[src/rtl/cordic_arbiter.sv]
// rtl/cordic_arbiter.sv - two-channel issue arbiter and in-order result router for a shared CORDIC core
// Define CORDIC_ARB_FIXED_PRIO_EN for fixed channel-0 priority; default is round-robin.
module cordic_arbiter #(
    parameter int DATA_W  = 32,
    parameter int MAX_OUT = 4,
    parameter int CNT_W   = $clog2(MAX_OUT) + 1
) (
    input  logic              HCLK,
    input  logic              HRESETn,
    input  logic              req0_valid,
    input  logic [DATA_W-1:0] req0_data,
    output logic              req0_ready,
    input  logic              req1_valid,
    input  logic [DATA_W-1:0] req1_data,
    output logic              req1_ready,
    output logic              rsp0_valid,
    output logic [DATA_W-1:0] rsp0_data,
    output logic              rsp1_valid,
    output logic [DATA_W-1:0] rsp1_data,
    output logic [DATA_W-1:0] core_in,
    output logic              core_valid_in,
    input  logic              core_valid_out,
    input  logic [DATA_W-1:0] core_out,
    output logic [CNT_W-1:0]  outstanding,
    output logic              err_orphan
);
    localparam int PTR_W = $clog2(MAX_OUT);
    localparam logic [CNT_W-1:0] FULL_CNT = CNT_W'(MAX_OUT);

    logic               can_issue;
    logic               grant0;
    logic               grant1;
    logic               issue;
    logic               issue_ch;
    logic               retire;
    logic               head_tag;
    logic [MAX_OUT-1:0] tag_mem;
    logic [PTR_W-1:0]   wr_ptr;
    logic [PTR_W-1:0]   rd_ptr;

    // Full check uses the registered count only, so a same-cycle retire never frees a slot.
    assign can_issue = HRESETn && (outstanding < FULL_CNT);

`ifdef CORDIC_ARB_FIXED_PRIO_EN
    assign grant0 = req0_valid;
    assign grant1 = req1_valid && !req0_valid;
`else
    logic last_grant;

    assign grant0 = req0_valid && (!req1_valid || last_grant);
    assign grant1 = req1_valid && (!req0_valid || !last_grant);

    always_ff @(posedge HCLK or negedge HRESETn) begin
        if (!HRESETn) begin
            last_grant <= 1'b1;
        end else if (issue) begin
            last_grant <= issue_ch;
        end
    end
`endif

    assign req0_ready = can_issue && grant0;
    assign req1_ready = can_issue && grant1;
    assign issue      = req0_ready || req1_ready;
    assign issue_ch   = req1_ready;
    assign retire     = core_valid_out && (outstanding != '0);
    assign head_tag   = tag_mem[rd_ptr];

    always_ff @(posedge HCLK or negedge HRESETn) begin
        if (!HRESETn) begin
            core_in       <= '0;
            core_valid_in <= 1'b0;
            rsp0_valid    <= 1'b0;
            rsp0_data     <= '0;
            rsp1_valid    <= 1'b0;
            rsp1_data     <= '0;
            outstanding   <= '0;
            err_orphan    <= 1'b0;
            tag_mem       <= '0;
            wr_ptr        <= '0;
            rd_ptr        <= '0;
        end else begin
            core_valid_in <= issue;
            if (issue) begin
                core_in         <= issue_ch ? req1_data : req0_data;
                tag_mem[wr_ptr] <= issue_ch;
                wr_ptr          <= wr_ptr + PTR_W'(1);
            end

            rsp0_valid <= retire && !head_tag;
            rsp1_valid <= retire && head_tag;
            if (retire) begin
                rd_ptr <= rd_ptr + PTR_W'(1);
                if (head_tag) begin
                    rsp1_data <= core_out;
                end else begin
                    rsp0_data <= core_out;
                end
            end

            if (core_valid_out && (outstanding == '0)) begin
                err_orphan <= 1'b1;
            end

            if (issue && !retire) begin
                outstanding <= outstanding + CNT_W'(1);
            end else if (retire && !issue) begin
                outstanding <= outstanding - CNT_W'(1);
            end
        end
    end
endmodule

[config.mk]
export PLATFORM = sky130hd
export DESIGN_NAME = cordic_arbiter
export DESIGN_NICKNAME = d
export VERILOG_FILES = /design/src/rtl/cordic_arbiter.sv
export SDC_FILE = /design/constraint.sdc
export NUM_CORES = 1
export LEC_CHECK = 0
export ABC_AREA = 1
export CELL_PAD_IN_SITES_DETAIL_PLACEMENT = 0
export CELL_PAD_IN_SITES_GLOBAL_PLACEMENT = 1
export CORE_ASPECT_RATIO = 0.6
export CORE_MARGIN = 2
export CORE_UTILIZATION = 33
export CTS_CLUSTER_DIAMETER = 80
export DETAILED_ROUTE_END_ITERATION = 10
export PLACE_DENSITY = 0.86
export SLEW_MARGIN = 10
export SYNTH_ARGS = -nofsm -noshare
export SYNTH_HDL_FRONTEND = slang
export SYNTH_SLANG_ARGS = --single-unit
[constraint.sdc]
create_clock -name HCLK -period 6.1 [get_ports HCLK]
set_input_delay 0.61 -clock HCLK [delete_from_list [all_inputs] [get_ports HCLK]]
set_output_delay 0.61 -clock HCLK [all_outputs]
set_load 0.005 [all_outputs]
==> qor.yml <==
synth:
  synth_cell_types: 24
  yosysSeqAreaShare: 0.5373
  synth-seq-cells: 112
  synth_nets: 751
  yosysWarnings: 0
  syn_avg_cell_area_um2: 8.104
  synth_top_cell_area_share: 0.5322
  yosysTopAreaCell: "dfrtp_1"
  synthCells: 644
  yosys-top-cells-area: "dfrtp_1 (53%), nand2_1 (16%), nand3_1 (13%)"
  synth_area_um2: 5219
layout:
  syn_to_final_growth_pct: 47.09
  diodes: 0
  nFillCells: 1506
  design_area_um2: 7676
  final_cell_mix: "nand2_1 (226), clkdlybuf4s50_1 (204), nand3_1 (133)"
  drive_gt1_frac: 0.04207
  fin_nets: 934
  fin_cells: 1035
  final_common_cell: "nand2_1"
grt:
  antenna_found_initial: 0
  grt_overflow: 0
  grt_max_degree: 64
  grtUsageTotal: 0.1886
  grt_pass1_wl_mm: 25.27
  grt_pass1_vias: 4740
sta:
  fin_worst_skew_ns: 0.009617
  fmax_mhz: 263.3
  setup_tns_ns: 0
  post-route-min-period_ns: 3.797
  slew_violations: 0
  worst_pin_slew_ns: 1.111
  hold_viol: 0
  setup_violations: 0
  rsz0062_at_grt: "no"
  relSlewSlack: 0.2578
  fin_crit_sh: 0.6225
clock_network:
  cts_tree: "built"
  cts.path.max_buffers: 2
  cts_made_buffers: 9
  htreeDepth: 3
  postCtsSetupBuffers: 0
  worstSkewPairLatency_ns: 0.35
  clk_pin_slew_worst_paths_ns: 0.07
  ctsRootBufferMaster: "clkbuf_16"
  cts_hold_buf: 0
  cts_resized: 0
  cts_sinks: 112
routing:
  ant_nets: 0
  drtPass1Iterations: 5
  wl_per_cell_um: 14.89
  wirelength_mm: 15.41
  vias: 4845
  vias_per_cell: 4.681
  drt-initial-drc-count: 371
  drc: 0
placed_design:
  portBuffers: 205
  dp.cells: 1019
  place_area_um2: 7386
  globalplace.congestion: 0.8075
  hpwl_mm: 10.68
power:
  power.total_mw: 3.500
  switching_share: 0.3709
  power.density_nw_per_um2: 456.0
  irDropWorstVdd_uv: 186.0
  intPower_mw: 2.202
  p_seq_frac: 0.370
  p_sw_mw: 1.298
  leakage_nw: 3.886
  p_clk_frac: 0.164
  p_comb_frac: 0.465
critical_path:
  path_class: "in2out"
  worstRegToRegCells: 9
  crit_arrival_ns: 3.19
  critPathCaptureType: "output pin"
  cp.required_ns: 5.49
  path_max_fanout: 51
  startpoint_type: "input port"
flow_run:
  maxCapViolCount: 0
floorplanning:
  coreArea_um2: 15410
  fp.dieH_um: 101.4
  rows: 35
  die_w_um: 166.4
  die_area_um2: 16870
  io_pins: 206
  initial_core_util: 0.3386
worst_hold_path:
  hold_path_class: "in2async"
outcome:
  outcome: "finished, final reports clean"
==> cell families (layout without fill, tap and decap cells) <==
logic type / count (synthesis) / count (layout) / synth area share
buffers and inverters: 118 / 306 / 0.09374
and+or+nand+nor: 396 / 396 / 0.3349
muxes: 1 / 1 / 0.002158
xor gates and xnor gates: 4 / 4 / 0.006714
adders and majority gates: 6 / 6 / 0.01582
AOI/OAI and AO/OA: 7 / 7 / 0.009351
DFF: 112 / 112 / 0.5373
==> power groups by stage <==
stage	clock, mW	sequential, mW	combinational (mW)
final	0.576	1.30	1.63
after global routing	0.628	1.34	1.83
after CTS	0.601	1.30	1.66
after detailed placement	0	1.30	1.65
after global placement	0	1.31	1.63
after floorplan	0	1.30	0.734
==> worst paths after layout <==
| check | slack [ns] | from | endpoint |
|---|---|---|---|
| min reg2reg | 0.47 | rsp0_data[16] | rsp0_data[16] |
| max reg2reg | 2.89 | outstanding[2] | outstanding[2] |
| max | 2.30 | HRESETn | req0_ready |
| max in group asynchronous | 4.51 | HRESETn | rsp0_data[28] |
| min in group HCLK | 0.47 | rsp0_data[16] | rsp0_data[16] |
| min | 0.28 | HRESETn | core_in[1] |
==> cells in the mapped netlist <==
library cell and number:
nor2_1 1, fa_1 1, buf_1 4, nor2_4 1
xnor2_1 1, o21bai_1 1, o21ai_0 3, buf_4 7
a21oi_4 1, mux2_2 1, inv_1 74, dfstp_2 1
clkbuf_1 15, dfrtp_1 111, inv_2 2, or2_2 1
nand2_2 2, nand2_1 226, ha_1 5, buf_2 16
a21oi_1 2, xor2_1 3, nand4_1 32, nand3_1 133
==> worst max-delay path: stages <==
cell,delay [ns]
buf_4,0.50
inv_1,0.16
nor2_4,0.62
nand2_1,0.17
buf_4,0.30
a21oi_1,0.23
clkdlybuf4s50_1,0.54
==> sequential cells by signal, summed over array words and instances (netlist names), 2 cells and up <==
name and cells:
core_in 32, wr_ptr 2, rd_ptr 2, rsp1_data 32, tag_mem 4, outstanding 3
rsp0_data 32
==> final cells by class <==
class | instances | area, µm² | area share
inverters | 76 | 285.3 | 0.03716
multi-input cells | 414 | 1926 | 0.2509
well taps | 203 | 254.0 | 0.03309
clock inverters | 7 | 65.06 | 0.008476
repair buffers | 214 | 2117 | 0.2758
clock buffers | 9 | 225.2 | 0.02934
flip-flops and latches | 112 | 2804 | 0.3653
==> stage by stage <==
step / hold WS (ns) / worst slack (ns) / utilization
after global routing: 0.3208 / 1.969 / 0.4980
after global placement: 0.4532 / 2.023 / 0.4791
after CTS: 0.2994 / 2.242 / 0.4980
final: 0.2843 / 2.303 / 0.4980
after detailed placement: 0.4572 / 1.957 / 0.4791
after floorplan: 0.3144 / 3.689 / -
==> per-layer routing <==
| metal | global-route usage | vias up | routed length [µm] |
|---|---|---|---|
| met4 | 0.03448 | 0 | 96 |
| met3 | 0.04494 | 8 | 1130 |
| li1 | - | 2409 | - |
| met2 | 0.2547 | 187 | 5874 |
| met5 | 0 | - | 0 |
| met1 | 0.3031 | 2241 | 8305 |
No activity file was read; power rests on OpenSTA's default activity.
